[config.mk]
export PLATFORM = sky130hd
export DESIGN_NAME = dmem_arbiter
export DESIGN_NICKNAME = d
export VERILOG_FILES = /design/src/rtl/dmem_arbiter.sv
export SDC_FILE = /design/constraint.sdc
export NUM_CORES = 1
export LEC_CHECK = 0
export BUFFER_PORTS_ARGS = -buffer_cell sky130_fd_sc_hd__buf_2
export CORE_MARGIN = 2
export CORE_UTILIZATION = 40
export CTS_BUF_LIST = sky130_fd_sc_hd__clkbuf_8 sky130_fd_sc_hd__clkbuf_16
export DETAILED_ROUTE_END_ITERATION = 10
export GPL_ROUTABILITY_DRIVEN = 0
export PLACE_DENSITY_LB_ADDON = 0.12
export SLEW_MARGIN = 5
export SYNTH_ARGS = -nofsm -noshare
export SYNTH_HDL_FRONTEND = slang
export SYNTH_SLANG_ARGS = --single-unit
[constraint.sdc]
create_clock -name clk -period 1.53 [get_ports clk]
set_clock_uncertainty 0.1 [all_clocks]
set_input_delay 0.153 -clock clk [delete_from_list [all_inputs] [get_ports clk]]
set_output_delay 0.153 -clock clk [all_outputs]
set_load 0.005 [all_outputs]
[src/rtl/dmem_arbiter.sv]
// -----------------------------------------------------------------------------
// dmem_arbiter
//
// Purpose:
//   Two-port arbiter in front of a single data memory. Port 0 is the core,
//   port 1 is the loader/DMA. One request is accepted at a time and walks
//   through IDLE -> ACCESS -> RESP, so a new request can be taken every third
//   cycle. Misaligned halfword/word accesses never reach the memory; they
//   return an error strobe instead.
//
// Configuration:
//   DMEM_ARB_FIXED_PRIO_EN  defined   -> port 0 always wins when both request.
//                           undefined -> round-robin, the port other than the
//                                        last-served one wins a tie.
//
// Ports:
//   clk, rst_n                 clock, asynchronous active-low reset
//   pN_valid / pN_ready        request handshake for port N (N = 0, 1)
//   pN_mode, pN_addr, pN_wdata access mode, byte address, store data
//   pN_rvalid                  one-cycle response strobe for port N
//   pN_rdata, pN_err           load result / misaligned flag with pN_rvalid
//   mem_mode, mem_addr,
//   mem_wdata                  request to data memory (driven in ACCESS only)
//   mem_rdata                  combinational read data from data memory
// -----------------------------------------------------------------------------
module dmem_arbiter #(
    parameter int DATA_WIDTH = 32,
    parameter int ADDR_WIDTH = 32
) (
    input  logic                  clk,
    input  logic                  rst_n,

    input  logic                  p0_valid,
    output logic                  p0_ready,
    input  logic [2:0]            p0_mode,
    input  logic [ADDR_WIDTH-1:0] p0_addr,
    input  logic [DATA_WIDTH-1:0] p0_wdata,
    output logic                  p0_rvalid,
    output logic [DATA_WIDTH-1:0] p0_rdata,
    output logic                  p0_err,

    input  logic                  p1_valid,
    output logic                  p1_ready,
    input  logic [2:0]            p1_mode,
    input  logic [ADDR_WIDTH-1:0] p1_addr,
    input  logic [DATA_WIDTH-1:0] p1_wdata,
    output logic                  p1_rvalid,
    output logic [DATA_WIDTH-1:0] p1_rdata,
    output logic                  p1_err,

    output logic [2:0]            mem_mode,
    output logic [ADDR_WIDTH-1:0] mem_addr,
    output logic [DATA_WIDTH-1:0] mem_wdata,
    input  logic [DATA_WIDTH-1:0] mem_rdata
);

    localparam logic [1:0] IDLE   = 2'd0;
    localparam logic [1:0] ACCESS = 2'd1;
    localparam logic [1:0] RESP   = 2'd2;

    localparam logic [2:0] MODE_LH  = 3'b001;
    localparam logic [2:0] MODE_LW  = 3'b010;
    localparam logic [2:0] MODE_LHU = 3'b100;
    localparam logic [2:0] MODE_SH  = 3'b110;
    localparam logic [2:0] MODE_SW  = 3'b111;

    // Halfword modes need addr[0]==0, word modes need addr[1:0]==0.
    function automatic logic isMisaligned(input logic [2:0] mode,
                                          input logic [1:0] lowAddr);
        case (mode)
            MODE_LH, MODE_LHU, MODE_SH: isMisaligned = lowAddr[0];
            MODE_LW, MODE_SW:           isMisaligned = |lowAddr;
            default:                    isMisaligned = 1'b0;
        endcase
    endfunction

    // Store modes are 101 (SB), 110 (SH) and 111 (SW).
    function automatic logic isStore(input logic [2:0] mode);
        isStore = mode[2] & (mode[1] | mode[0]);
    endfunction

    logic [1:0]            state_q, state_d;
    logic                  reqPort_q, reqPort_d;
    logic [2:0]            reqMode_q, reqMode_d;
    logic [ADDR_WIDTH-1:0] reqAddr_q, reqAddr_d;
    logic [DATA_WIDTH-1:0] reqWdata_q, reqWdata_d;
    logic                  reqMis_q, reqMis_d;
    logic [DATA_WIDTH-1:0] respData_q, respData_d;
    logic                  respErr_q, respErr_d;

    logic                  tieWinner;
    logic                  grantValid;
    logic                  grantPort;
    logic                  accept;
    logic [2:0]            selMode;
    logic [ADDR_WIDTH-1:0] selAddr;
    logic [DATA_WIDTH-1:0] selWdata;
    logic                  driveMem;
    logic                  respActive;

`ifdef DMEM_ARB_FIXED_PRIO_EN
    assign tieWinner = 1'b0;
`else
    // Last-served pointer; resets to port 1 so port 0 wins the first tie.
    logic lastPort_q, lastPort_d;

    assign tieWinner = ~lastPort_q;

    always_comb begin
        lastPort_d = lastPort_q;
        if (accept) begin
            lastPort_d = grantPort;
        end
    end

    always_ff @(posedge clk or negedge rst_n) begin
        if (!rst_n) begin
            lastPort_q <= 1'b1;
        end else begin
            lastPort_q <= lastPort_d;
        end
    end
`endif

    // A lone requester wins outright; a tie goes to tieWinner.
    always_comb begin
        grantValid = p0_valid | p1_valid;
        if (p0_valid && p1_valid) begin
            grantPort = tieWinner;
        end else begin
            grantPort = p1_valid;
        end
    end

    // rst_n is folded in so ready stays low while reset is held even
    // though the state register already sits in IDLE.
    assign accept   = rst_n && (state_q == IDLE) && grantValid;
    assign p0_ready = accept & ~grantPort;
    assign p1_ready = accept &  grantPort;

    assign selMode  = grantPort ? p1_mode  : p0_mode;
    assign selAddr  = grantPort ? p1_addr  : p0_addr;
    assign selWdata = grantPort ? p1_wdata : p0_wdata;

    always_comb begin
        state_d    = state_q;
        reqPort_d  = reqPort_q;
        reqMode_d  = reqMode_q;
        reqAddr_d  = reqAddr_q;
        reqWdata_d = reqWdata_q;
        reqMis_d   = reqMis_q;
        respData_d = respData_q;
        respErr_d  = respErr_q;
        case (state_q)
            IDLE: begin
                if (accept) begin
                    state_d    = ACCESS;
                    reqPort_d  = grantPort;
                    reqMode_d  = selMode;
                    reqAddr_d  = selAddr;
                    reqWdata_d = selWdata;
                    reqMis_d   = isMisaligned(selMode, selAddr[1:0]);
                end
            end
            ACCESS: begin
                // Capture the memory result at the end of ACCESS; stores and
                // suppressed accesses return zero.
                state_d   = RESP;
                respErr_d = reqMis_q;
                if (!reqMis_q && !isStore(reqMode_q)) begin
                    respData_d = mem_rdata;
                end else begin
                    respData_d = '0;
                end
            end
            RESP: begin
                state_d = IDLE;
            end
            default: begin
                state_d = IDLE;
            end
        endcase
    end

    always_ff @(posedge clk or negedge rst_n) begin
        if (!rst_n) begin
            state_q    <= IDLE;
            reqPort_q  <= 1'b0;
            reqMode_q  <= MODE_LW;
            reqAddr_q  <= '0;
            reqWdata_q <= '0;
            reqMis_q   <= 1'b0;
            respData_q <= '0;
            respErr_q  <= 1'b0;
        end else begin
            state_q    <= state_d;
            reqPort_q  <= reqPort_d;
            reqMode_q  <= reqMode_d;
            reqAddr_q  <= reqAddr_d;
            reqWdata_q <= reqWdata_d;
            reqMis_q   <= reqMis_d;
            respData_q <= respData_d;
            respErr_q  <= respErr_d;
        end
    end

    // The memory sees a harmless LW of address 0 whenever no real access is
    // in flight, so a stray write can never happen.
    assign driveMem  = (state_q == ACCESS) && !reqMis_q;
    assign mem_mode  = driveMem ? reqMode_q  : MODE_LW;
    assign mem_addr  = driveMem ? reqAddr_q  : '0;
    assign mem_wdata = driveMem ? reqWdata_q : '0;

    assign respActive = (state_q == RESP);
    assign p0_rvalid  = respActive & ~reqPort_q;
    assign p1_rvalid  = respActive &  reqPort_q;
    assign p0_rdata   = p0_rvalid ? respData_q : '0;
    assign p1_rdata   = p1_rvalid ? respData_q : '0;
    assign p0_err     = p0_rvalid & respErr_q;
    assign p1_err     = p1_rvalid & respErr_q;

endmodule

After elaboration in Yosys (flattened, before gate mapping)
Cells that the tools add are included.
- equal/unequal tests: 8
- reduce and logical (&&, ||, !) cells: 12
- bitwise operators: 12
- multiplexer cells: 13
- operator list (operator ; number):
    $mux W32 ; 7
    $eq A3 B3 Y1 const B ; 3
    $and A1 B1 Y1 ; 7
    $mux W3 ; 2
    $logic_and A1 B1 Y1 ; 5
    $pmux W2 S2 ; 1
    $reduce_or A2 Y1 ; 2
    $eq A3 B1 Y1 const B ; 1
    $eq A3 B2 Y1 const B ; 1
    $not A1 Y1 ; 3
    $reduce_or A3 Y1 ; 1
    $eq A2 B1 Y1 const B ; 1
    $eq A2 B2 Y1 const B ; 1
    $logic_not A1 Y1 ; 2
    $logic_not A2 Y1 ; 1
    $mux W2 ; 1
    $ne A2 B2 Y1 const B ; 1
    $or A1 B1 Y1 ; 2
    $pmux W1 S2 ; 1
    $reduce_and A2 Y1 ; 1
    $mux W1 ; 1
- register bits after elaboration: 105
- output and inout bits: 137

Logic depth before layout (Yosys ltp)
- depth after elaboration: 6
- gate-level depth with buffers: 7
- depth with buffers taken out: 4

Worst setup path before layout
No wires, ideal clock.
- kind: flip-flop to output port
- start: register state_q[1]
- end: output mem_addr[23]
- buffers on the path: 3
- data required time: 1277 ps
- path slack: 72 ps
- cell stages (with the launch flop): 7
- arrival time: 1205 ps
- cells stage by stage: dfrtp_1 > nand2b_1 > buf_4 > nor2_4 > buf_2 > clkbuf_2 > and2_1
- cells in the longest elaborated chain, start to end: 3
- RTL lines (what ; line ; text):
    from (decl) ; 82 ; logic [1:0] state_q, state_d;
    from (signal assigned) ; 196 ; state_q <= state_d;
    $eq A2 B1 Y1 ; 209 ; assign driveMem = (state_q == ACCESS) && !reqMis_q;
    $logic_and A1 B1 Y1 ; 209 ;
    $mux W32 ; 211 ; assign mem_addr = driveMem ? reqAddr_q : '0;
    to (decl) ; 52 ; output logic [ADDR_WIDTH-1:0] mem_addr,
No other way between the ends.

Worst setup path after layout
- start: register state_q[1]
- end: output mem_mode[1]
- cells in the longest elaborated chain, start to end: 3
- RTL lines (what ; line ; text):
    $eq A2 B1 Y1 ; 209 ;
    $logic_and A1 B1 Y1 ; 209 ;
    $mux W3 ; 210 ; assign mem_mode = driveMem ? reqMode_q : MODE_LW;
    to (decl) ; 51 ; output logic [2:0] mem_mode,
No other way between the ends.

==> out/qor.yml <==
status:
  outcome: "finished, violations left"
  failed_checks: "negative hold slack, negative setup slack"
clock_tree:
  path_clk_slew_ns: 0.07
  cell_at_the_root_of_the_clock_tree: "sky130_fd_sc_hd__clkbuf_16"
  insertion_delay_ns: 0.34
  clk_path_buf_depth: 2
  tritoncts.num_buffers: 9
  clock_tree_from_tritoncts: "built"
  clock_sinks: 105
  ctsHtreeMaxLevel: 3
floorplanning:
  die_width_um: 120.9
  std_cell_rows: 42
  fp.dieArea_sq_um: 14620
  floorplan.initialDensity: 0.4113
  top_level_ports: 307
  die_y_um: 120.9
  coreArea_sq_um: 13300
synthesis:
  avg_inst_size_synth_sq_um: 9.941
  synth-seq-cells: 105
  ys_top_cells_by_count: "sky130_fd_sc_hd__and2_1, sky130_fd_sc_hd__dfrtp_1, sky130_fd_sc_hd__nand2_1, sky130_fd_sc_hd__o21ai_0, sky130_fd_sc_hd__mux2i_1"
  synth_sequential_area_ratio: 0.4810
  async_reset_ff_frac: 1.000
  syn-num-nets: 720
  synth_flop_cell: "sky130_fd_sc_hd__dfrtp_1"
  netlist_top_cells_area: "sky130_fd_sc_hd__dfrtp_1, sky130_fd_sc_hd__and2_1, sky130_fd_sc_hd__mux2i_1, sky130_fd_sc_hd__o21ai_0, sky130_fd_sc_hd__a22o_1"
  synthesis.yosys.warnings: 0
  synth_top_area_cell: "sky130_fd_sc_hd__dfrtp_1"
  number_of_instances_in_the_synthesized_netlist: 550
  synth_cell_types: 28
  synth.cell_area_sq_um: 5468
  post-synth-top-count-cell: "sky130_fd_sc_hd__and2_1"
  synth_edf_count: 0
  yosysTopAreaCellShare: 0.4714
power_and_ir_drop:
  design_power_total_mw: 8.849
  max_vdd_drop_mv: 0.5616
  power.static_leakage_nw: 4.721
  power_dens_cells_nw_per_um2: 1009
worst_setup_path:
  critical_path_fanout_max: 3
  worstSetupStartpointType: "flop"
  crit_path_max_delay_family: "simple AND/OR/NAND/NOR gates"
  cp_cell_sequence: "nand2b_4, buf_4, buf_4, or3_4, buf_6"
  timing.rr.end: "reqMis_q"
  timing.critical_path.depth: 5
  timing.critical_path.required_ns: 1.28
  worst_ep_arrival_time_ns: 1.59
  critical_path_buf_inv_count: 3
  worst-r2r-setup-slack_ns: -0.11
  crit_top_cell: "sky130_fd_sc_hd__buf_4"
  worstReg2RegStart: "state_q[1]"
  end_kind: "output port"
  slowest_stage_delay_on_critical_path_ns: 0.39
  critical_path.slowest_cell: "sky130_fd_sc_hd__dfrtp_1"
  setup_cp_type: "flop to output port"
  ff2ff_path_depth: 7
global_routing:
  global_route.peak_usage_layer: "met2"
  gr-total-overflow: 0
  antenna_violations_before_repair: 1
  grt_pass1_vias: 5249
  groute.layer.met1.usage: 0.2706
  grt_max_degree: 106
  gr-usage-met3: 0.04417
  global_route_wire_length_before_repair_mm: 26.06
  gr-usage-all-layers: 0.2284
  gr-usage-met2: 0.4126
timing:
  report.final.setup_viol: 204
  final_max_slew_viol_count: 0
  worst_slew_pin_slew_ns: 0.5593
  min_period_ns: 1.846
  setup_slack_ns: -0.3159
  hold_ws_ns: -0.01246
  max-slew-margin-rel: 0.6271
  timing.final.hold_violations: 5
  fmaxAchievable_mhz: 541.7
  rsz0062_at_grt: "true"
  post-route-period-util: 1.207
routing:
  routed_wl_mm: 17.49
  route.detailed.vias_per_inst: 4.867
  wire_per_inst_um: 15.80
  remaining_drc_errors: 0
  ant_nets: 0
  drt_iter0_drc: 201
  vias: 5388
  firstDrtPassIters: 6
finish:
  multi_input_comb_area_sq_um: 2741
  final_core_utilization: 0.6599
  area_delta_synth_final_pct: 60.46
  register_area_sq_um: 2631
  stdcell_area_sq_um: 8773
  nets: 1096
  drive_gt1_frac: 0.4387
  layout.filler_cells: 1067
min_path:
  hold_path_class: "input pin to flop"
  hold-path-endpoint: "reqAddr_q[25]"
  timing.hold.worst_path_depth: 3
  holdCritStartpoint: "p0_addr[25]"
placement:
  dp_hpwl_mm: 11.50
  place.port_buffers: 306
  placedInstanceArea_sq_um: 7273
run:
  number_of_violations_of_the_max_capacitance_limit: 0
## routing by layer
metal,vias to the layer above,wire (um)
met4,0,320
li1,2615,-
met3,21,993
met5,-,0
met1,2559,6854
met2,193,9317
## per-stage QoR
step           worst slack [ns]  TNS (ns)  instances
4_1_cts                 -0.3531    -40.74       1095
3_5_place_dp          0.0009349         0       1007
2_1_floorplan           0.07199         0        550
3_3_place_gp            0.02434         0       1007
5_1_grt                 -0.3747    -53.47       1107
6_report                -0.3159    -35.90       1107
## sequential cells by signal, indices dropped and copies added (netlist names)
name        count
reqMode_q       3
lastPort_q      1
reqPort_q       1
respData_q     32
reqMis_q        1
reqWdata_q     32
reqAddr_q      32
state_q         2
respErr_q       1
## worst min-delay path: stages
cell	delay, ns
sky130_fd_sc_hd__buf_2	0.07
sky130_fd_sc_hd__mux2i_1	0.05
sky130_fd_sc_hd__o21ai_1	0.11
## cells in the final DEF, fill, tap and decap left out, types with 2 or more instances in the layout
| cell | instances |
|---|---|
| sky130_fd_sc_hd__a21oi_1 | 4 |
| sky130_fd_sc_hd__dlygate4sd3_1 | 65 |
| sky130_fd_sc_hd__nand2_1 | 72 |
| sky130_fd_sc_hd__buf_6 | 27 |
| sky130_fd_sc_hd__dfstp_2 | 2 |
| sky130_fd_sc_hd__buf_12 | 14 |
| sky130_fd_sc_hd__nand2b_1 | 2 |
| sky130_fd_sc_hd__clkinv_2 | 2 |
| sky130_fd_sc_hd__o21ai_0 | 41 |
| sky130_fd_sc_hd__mux2i_1 | 67 |
| sky130_fd_sc_hd__o32a_1 | 2 |
| sky130_fd_sc_hd__and2_1 | 107 |
| sky130_fd_sc_hd__dfrtp_1 | 102 |
| sky130_fd_sc_hd__inv_1 | 4 |
| sky130_fd_sc_hd__clkbuf_16 | 11 |
| sky130_fd_sc_hd__o21ai_1 | 16 |
| sky130_fd_sc_hd__a21o_1 | 2 |
| sky130_fd_sc_hd__nor2_1 | 4 |
| sky130_fd_sc_hd__buf_16 | 2 |
| sky130_fd_sc_hd__o21ai_2 | 12 |
| sky130_fd_sc_hd__buf_2 | 281 |
| sky130_fd_sc_hd__a22o_1 | 32 |
| sky130_fd_sc_hd__and2_4 | 26 |
| sky130_fd_sc_hd__buf_4 | 17 |
## cell type report
class / count / area share
clock inverters: 5 / 0.002852
diodes: 1 / 0.0002852
repair buffers: 409 / 0.3313
flip-flops and latches: 105 / 0.2999
well taps: 176 / 0.02510
multi-input cells: 399 / 0.3125
inverters: 2 / 0.0008557
clock buffers: 10 / 0.02724
## worst max-delay path by stage
stage	endpoint	start	slack, ns
2_1_floorplan	mem_addr[23]	state_q[1]	0.07
3_3_place_gp	mem_addr[25]	state_q[1]	0.02
3_5_place_dp	reqWdata_q[26]	lastPort_q	0.0009
4_1_cts	mem_wdata[2]	state_q[1]	-0.35
5_1_grt	mem_addr[15]	state_q[1]	-0.37
6_report	mem_mode[1]	state_q[1]	-0.32
## power by group
| group | total (mW) | internal, mW | leakage, nW | switching (mW) |
|---|---|---|---|---|
| logic | 2.69 | 1.53 | 3.27 | 1.17 |
| clock network | 2.12 | 1.12 | 0.137 | 0.997 |
| registers | 4.04 | 3.55 | 1.31 | 0.485 |
| total | 8.85 | 6.20 | 4.72 | 2.65 |
## cells by family (layout without fill, tap and decap cells)
family,after synthesis,count (layout),synth area share
compound gates,113,113,0.1325
buf+inv,46,426,0.04622
flops,105,105,0.4810
mux,67,67,0.1227
other cells,0,1,0
simple gates,219,219,0.2176
## timing repair
item / 4_1_cts / 5_1_grt
endpoints found under the hold margin: 151 / 3
cloned: 4 / 2
resized for setup: 33 / 77
setup buffers: 9 / 6
pin swaps: 11 / 12
endpoints found under the setup margin: 139 / 237
hold buffers: 60 / 5
Note: power is estimated with default switching activity, not from simulation.
